File: src/rtl/avg_to_bcd_mv.sv
// Scales an averaged ADC code to millivolts, clamps to the displayable range,
// and converts to packed BCD with a serial double-dabble, one bit per clock.
module avg_to_bcd_mv #(
  parameter int IN_W   = 16,
  parameter int SCALE  = 3300,
  parameter int DIGITS = 4
) (
  input  logic                  clk,
  input  logic                  reset,
  input  logic                  in_valid,
  output logic                  in_ready,
  input  logic [IN_W-1:0]       din,
  output logic                  out_valid,
  input  logic                  out_ready,
  output logic [4*DIGITS-1:0]   bcd,
  output logic                  sat
);

  localparam int BIN_W   = $clog2(10**DIGITS);
  localparam int MV_W    = $clog2(SCALE + 1);
  localparam int PROD_W  = IN_W + MV_W;
  localparam int CNT_W   = $clog2(BIN_W + 1);
  localparam int BCD_W   = 4 * DIGITS;
  localparam int MAX_VAL = 10**DIGITS - 1;
  localparam int CMP_W   = (MV_W > BIN_W) ? MV_W : BIN_W;

  localparam logic [1:0] ST_IDLE    = 2'd0;
  localparam logic [1:0] ST_SCALE   = 2'd1;
  localparam logic [1:0] ST_CONVERT = 2'd2;
  localparam logic [1:0] ST_DONE    = 2'd3;

  logic [1:0]       state_q,   state_d;
  logic [IN_W-1:0]  din_q,     din_d;
  logic [BIN_W-1:0] bin_q,     bin_d;
  logic [BCD_W-1:0] bcd_acc_q, bcd_acc_d;
  logic [CNT_W-1:0] cnt_q,     cnt_d;
  logic             sat_int_q, sat_int_d;
  logic [BCD_W-1:0] bcd_q,     bcd_d;
  logic             sat_q,     sat_d;

  logic [PROD_W-1:0] prod;
  logic [MV_W-1:0]   mv;
  logic [CMP_W-1:0]  mv_ext;
  logic              sat_now;
  logic [BIN_W-1:0]  bin_load;
  logic [BCD_W-1:0]  bcd_adj;
  logic [BCD_W-1:0]  bcd_shift;

  // Truncating scale: keep only the integer millivolt part of the product.
  assign prod     = PROD_W'(din_q) * PROD_W'(SCALE);
  assign mv       = MV_W'(prod >> IN_W);
  assign mv_ext   = CMP_W'(mv);
  assign sat_now  = mv_ext > CMP_W'(MAX_VAL);
  assign bin_load = sat_now ? BIN_W'(MAX_VAL) : BIN_W'(mv_ext);

  for (genvar gi = 0; gi < DIGITS; gi++) begin : g_adj
    assign bcd_adj[4*gi +: 4] = (bcd_acc_q[4*gi +: 4] >= 4'd5) ?
                                bcd_acc_q[4*gi +: 4] + 4'd3 : bcd_acc_q[4*gi +: 4];
  end

  // The adjusted top bit falls off the end of the shift by construction.
  assign bcd_shift = BCD_W'({bcd_adj, bin_q[BIN_W-1]});

  always_comb begin
    state_d   = state_q;
    din_d     = din_q;
    bin_d     = bin_q;
    bcd_acc_d = bcd_acc_q;
    cnt_d     = cnt_q;
    sat_int_d = sat_int_q;
    bcd_d     = bcd_q;
    sat_d     = sat_q;
    case (state_q)
      ST_IDLE: begin
        if (in_valid) begin
          din_d   = din;
          state_d = ST_SCALE;
        end
      end
      ST_SCALE: begin
        bin_d     = bin_load;
        sat_int_d = sat_now;
        bcd_acc_d = '0;
        cnt_d     = '0;
        state_d   = ST_CONVERT;
      end
      ST_CONVERT: begin
        bcd_acc_d = bcd_shift;
        bin_d     = bin_q << 1;
        cnt_d     = cnt_q + CNT_W'(1);
        if (cnt_q == CNT_W'(BIN_W - 1)) begin
          bcd_d   = bcd_shift;
          sat_d   = sat_int_q;
          state_d = ST_DONE;
        end
      end
      ST_DONE: begin
        if (out_ready) state_d = ST_IDLE;
      end
      default: state_d = ST_IDLE;
    endcase
  end

  always_ff @(posedge clk) begin
    if (reset) begin
      state_q   <= ST_IDLE;
      din_q     <= '0;
      bin_q     <= '0;
      bcd_acc_q <= '0;
      cnt_q     <= '0;
      sat_int_q <= 1'b0;
      bcd_q     <= '0;
      sat_q     <= 1'b0;
    end else begin
      state_q   <= state_d;
      din_q     <= din_d;
      bin_q     <= bin_d;
      bcd_acc_q <= bcd_acc_d;
      cnt_q     <= cnt_d;
      sat_int_q <= sat_int_d;
      bcd_q     <= bcd_d;
      sat_q     <= sat_d;
    end
  end

  assign in_ready  = (state_q == ST_IDLE);
  assign out_valid = (state_q == ST_DONE);
  assign bcd       = bcd_q;
  assign sat       = sat_q;

endmodule

File: config.mk
export PLATFORM = sky130hd
export DESIGN_NAME = avg_to_bcd_mv
export DESIGN_NICKNAME = d
export VERILOG_FILES = /design/src/rtl/avg_to_bcd_mv.sv
export SDC_FILE = /design/constraint.sdc
export NUM_CORES = 1
export LEC_CHECK = 0
export ABC_AREA = 1
export BUFFER_PORTS_ARGS = -buffer_cell sky130_fd_sc_hd__clkbuf_2
export CAP_MARGIN = 25
export CELL_PAD_IN_SITES_DETAIL_PLACEMENT = 0
export CELL_PAD_IN_SITES_GLOBAL_PLACEMENT = 1
export CORE_MARGIN = 5
export CORE_UTILIZATION = 46
export CTS_CLUSTER_SIZE = 8
export DETAILED_ROUTE_END_ITERATION = 10
export GPL_ROUTABILITY_DRIVEN = 0
export HOLD_SLACK_MARGIN = 0.15
export PLACE_DENSITY_LB_ADDON = 0.1
export SLEW_MARGIN = 10
export SYNTH_ARGS = -nofsm -noshare
export SYNTH_HDL_FRONTEND = slang
export SYNTH_SLANG_ARGS = --single-unit
File: constraint.sdc
create_clock -name clk -period 5.7 [get_ports clk]
set_clock_uncertainty 0.2 [all_clocks]
set_input_delay 0.285 -clock clk [delete_from_list [all_inputs] [get_ports clk]]
set_output_delay 0.285 -clock clk [all_outputs]
set_load 0.01 [all_outputs]
# Word level (Yosys, flattened, before mapping)

Cells that the tools add are included.

Equal/unequal tests: 7
Divide/modulo/power cells: 0
Reductions and logical operators: 5
Shift-type cells: 0
Multiplexer cells: 12
Add/sub/neg operators: 5
Multipliers: 1
Magnitude comparators: 5
Bitwise operators: 0

Operators by type and width:

| cell                                                                              | count |
|---|---|
| 16-bit one-hot mux with 2 select lines                                            | 1 |
| 14-bit one-hot mux with 2 select lines                                            | 1 |
| 16-bit by 10-bit multiplier with 26-bit output, second input constant             | 1 |
| 4-bit by 3-bit >= comparator with 1-bit output, second input constant             | 4 |
| 12-bit by 14-bit greater-than comparator with 1-bit output, second input constant | 1 |
| 14-bit two-way mux                                                                | 1 |
| 4-bit by 2-bit adder with 4-bit output, second input constant                     | 3 |
| 4-bit two-way mux                                                                 | 3 |
| 2-bit one-hot mux with 4 select lines                                             | 1 |
| 4-bit one-hot mux with 2 select lines                                             | 1 |
| 2-bit two-way mux                                                                 | 3 |
| 4-bit by 1-bit adder with 4-bit output, second input constant                     | 1 |
| 2-bit equality test, second input constant                                        | 2 |
| 4-bit equality test, second input constant                                        | 1 |
| 2-bit inequality test, second input constant                                      | 2 |
| 2-bit AND reduction                                                               | 2 |
| 3-bit by 2-bit adder with 3-bit output, second input constant                     | 1 |
| 3-bit two-way mux                                                                 | 1 |
| 3-bit AND reduction                                                               | 1 |
| 2-bit by 1-bit equality test with 1-bit output, second input constant             | 1 |
| 2-bit zero test                                                                   | 1 |
| 2-bit by 1-bit inequality test with 1-bit output, second input constant           | 1 |
| 2-bit nonzero test                                                                | 1 |

Memory bits (read-only): 0
Output and inout bits: 19
Register bits after elaboration: 70
Bits in writable memories: 0
Input bits: 20
Memories kept: 0
Latch bits: 0
Logic and storage cells: 43

# Depth between registers and ports, before layout

Depth in word-level cells: 4
Depth in mapped cells: 21
Gate-level depth less buffers: 21

# Least setup slack after synthesis

No wires, ideal clock.

Path type: register to register
Start: reg din_q[10]
End: reg bin_q[7]
Buffers on the path: 0
Arrival time: 3.969 ns
Path slack: 1.399 ns
Period minus slack after synthesis: 4.301 ns
Stages on the path, launching flop included: 20
Library setup time: 0.132 ns
Required time: 5.368 ns
Cells stage by stage: dfxtp_1 ha_1 fa_1 inv_1 fa_1 inv_1 fa_1 inv_1 fa_1 inv_1 ha_1 nand2_1 inv_2 nand2_2 and2b_1 nand4_2 nand3_1 nand2_1 nand3_1 a21oi_2

Cells in the longest elaborated chain, start to end: 4

RTL lines:

| item                                                       | RTL line | RTL |
|---|---|---|
| from (decl)                                                | 33       | `logic [IN_W-1:0] din_q, din_d;` |
| from (signal assigned)                                     | 116      | `din_q <= din_d;` |
| 16-bit by 10-bit multiplier with 26-bit output (*)         | 50       | `assign prod = PROD_W'(din_q) * PROD_W'(SCALE);` |
| 12-bit by 14-bit greater-than comparator with 1-bit output | 53       | `assign sat_now = mv_ext > CMP_W'(MAX_VAL);` |
| 14-bit two-way mux (*)                                     | 54       | `assign bin_load = sat_now ? BIN_W'(MAX_VAL) : BIN_W'(mv_ext);` |
| 14-bit one-hot mux with 2 select lines (*)                 | 73       | `case (state_q)` |
| to (signal assigned)                                       | 117      | `bin_q <= bin_d;` |
| to (decl)                                                  | 34       | `logic [BIN_W-1:0] bin_q, bin_d;` |

Every way passes the cells marked *; elsewhere a longest branch is shown, timed or not.
A chain may end at the register's enable or synchronous reset.

# Worst setup path in the final report

Start: reg din_q[10]
End: reg bin_q[2]

The elaborated chain is that of the path after synthesis.

==> metrics <==
run status finished, final reports clean; Post-Layout Inst Area between 7000 and 8000 um2; diode insertion count for antenna repair 0; cell area after synthesis 6330 um2; count of input and output buffers 37; vias per cell slightly above 5; arrival time reported for the critical path endpoint 4840 ps; Die Width 127 um; HPWL after DPL 12200 um; share of post-route cells with drive strength above 1 about a tenth; TritonCTS clock tree yes; Die Y ~130 um; transition at the pin with the smallest max-transition slack around 940 ps; setup repair after global routing missed its margin no; num ports 39; Seq/Total Area, Yosys 21.5%; Longest Clk Path Bufs 2; routed length per placed instance 14.4 um; gr usage total 19.8%; critical path's largest stage delay 550 ps; clock buffers created by TritonCTS 9; total overflow reported by the global router 0; layout-stage area growth over the synthesis result 11.8%; Post CTS Setup Buffer Count 0; total via count in the routed design roughly 5400; count of unique library cells instantiated by Yosys 40; buffers plus inverters on the worst setup path 5; TritonCTS sink count 68; Fin Hold WS 205 ps; post-route minimum period approximately 4800 ps; Max H-tree Level 3; initial core utilization 47.4%; Setup TNS 0 ps; Setup-failing EPs final 0; number of synthesized flops with an enable pin 0; #FFs+latches synth 68; type of the worst setup path reg2reg; pin count of the biggest net entering global routing 42; Die Outline Area 16200 um2; Reg2Reg Launch Point din_q[10]; CTS clock-pin slew for the worst setup and hold paths roughly 60 ps; cells taking the most area after synthesis dfxtp_1 (22%), ha_1 (20%), fa_1 (14%); number of global-route vias before repair ~5500; Synth Warn # 0; class of the most critical hold timing path in2reg; gate count of the mapped netlist roughly 830; worst setup slack after placement approximately 950 ps; cell family contributing the most delay on the critical path adder cells; initial antenna violation count 0; Yosys top cell area share 21.5%; clock network latency to the later pin of the worst-skew pair 340 ps; count leader, synth inv_1; post-synthesis net count 995; peak clock frequency supported by timing ~210 MHz; Critical path origin din_q[10]; sort of element at the end of the critical path flop; Mapped Avg Cell Area 7.59 um2; top cell type by total area after synthesis dfxtp_1; number of max-cap violations 0; Most used DFF post-synth dfxtp_1; worst setup slack after layout 921 ps; total count of max-transition violations in the final report 0; first-pass GRT wire length 26200 um; critical path peak fanout 6; startpoint of the worst hold path out_ready; number of cell rows 42; required time of the critical path ~5800 ps; violation count after the first detailed-route iteration around 290; top post-synthesis cells by count inv_1 (172), nand2_1 (117), ha_1 (99), nor2_1 (72), a21oi_1 (71); area of the core 13300 um2; Synth async-reset ratio 0%; CTS root buffer clkbuf_16; relative slew slack a little under two fifths; net total in the final layout between 1000 and 1500; total DRC errors in the routed layout 0; kind of start point of the critical path flop; slowest stage cell, crit path fa_1; final wirelength 15200 um; iteration count of the initial detailed-routing pass 5; remaining antenna violation count 0; cell-by-cell listing of the critical path ha_1 > fa_1 > inv_1 > fa_1 > inv_1 > fa_1 > inv_1 > fa_1 > inv_1 > ha_1 > nand2_1 > nor2_2 > inv_2 > nor2_2 > nor2_1 > nand2_1 > xor2_1 > a21oi_1 > nor2_1; Final Hold Fails 0; final clock period utilization by the worst path 83.8%; Placed Instance Area approximately 6600 um2
==> cell type report <==
cell class	instances	area [um2]
Multi-Input combinational cell	568	4210
Tap cell	176	220
Sequential cell	68	1360
Timing Repair Buffer	53	345
Clock inverter	6	41.3
Clock buffer	9	225
Fill cell	1286	6280
Inverter	177	664
==> cells by family after synthesis <==
kind of cell | synth area share, %
xor gates and xnor gates | 1.94
AOI/OAI and AO/OA | 13.6
DFF | 21.5
buffers and inverters | 11.9
adders and majority gates | 33.2
other | 0.0593
and+or+nand+nor | 17.8
==> registers in the layout (all words and copies together), names as in the netlist <==
name / count
bcd: 16
bcd_acc_q: 16
din_q: 16
bin_q: 14
cnt_q: 4
state_q: 2
==> path summary, 6_finish.rpt <==
check	end	cells after the start	slack, ps
worst min-delay path	state_q[1]	3	210
worst max register to register	bin_q[2]	19	920
worst min register to register	bin_q[0]	2	270
worst max-delay path	bin_q[2]	19	920
==> metrics by stage <==
stage                     std cells  utilization (%)
after detailed placement       1026             49.8
after CTS                      1057             53.0
after floorplan                 833                -
after global routing           1057             53.0
after global placement         1026             49.8
final                          1057             53.0
==> repair_timing <==
item	4_1_cts	5_1_grt
gates resized for setup	0	0
hold buffers	16	0
hold endpoints to repair	16	0
==> metal layers <==
metal | vias to the layer above | routed length [um] | track usage [%]
met2 | 101 | 6780 | 32.1
li1 | 2732 | - | -
met1 | 2503 | 7410 | 26.9
met3 | 22 | 647 | 3.63
met4 | 0 | 333 | 5.99
met5 | - | 0 | 0
==> layout by cell type, fill, tap and decap left out, drive strengths merged, types with 13 or more instances in the layout <==
cell type and n:
fa 43, nand3 27, ha 99, dlygate4sd3 16
a21oi 75, nand2 125, xor2 13, inv 178
nor2 77, clkbuf 46, o21ai 57, dfxtp 68
==> worst register-to-register path: cells and delay by family, from the launching register on <==
kind / cells / cell delay [ps]
AO/OA/AOI/OAI: 1 / 90
XOR/XNOR: 1 / 200
adder cells (fa/ha/maj): 6 / 2820
buffers and inverters: 5 / 270
flip-flops: 1 / 430
AND/OR/NAND/NOR: 6 / 680
Power is left out: the tool's default activity adds up to more than one toggle a clock period on the data nets, which glitch-free logic cannot reach.
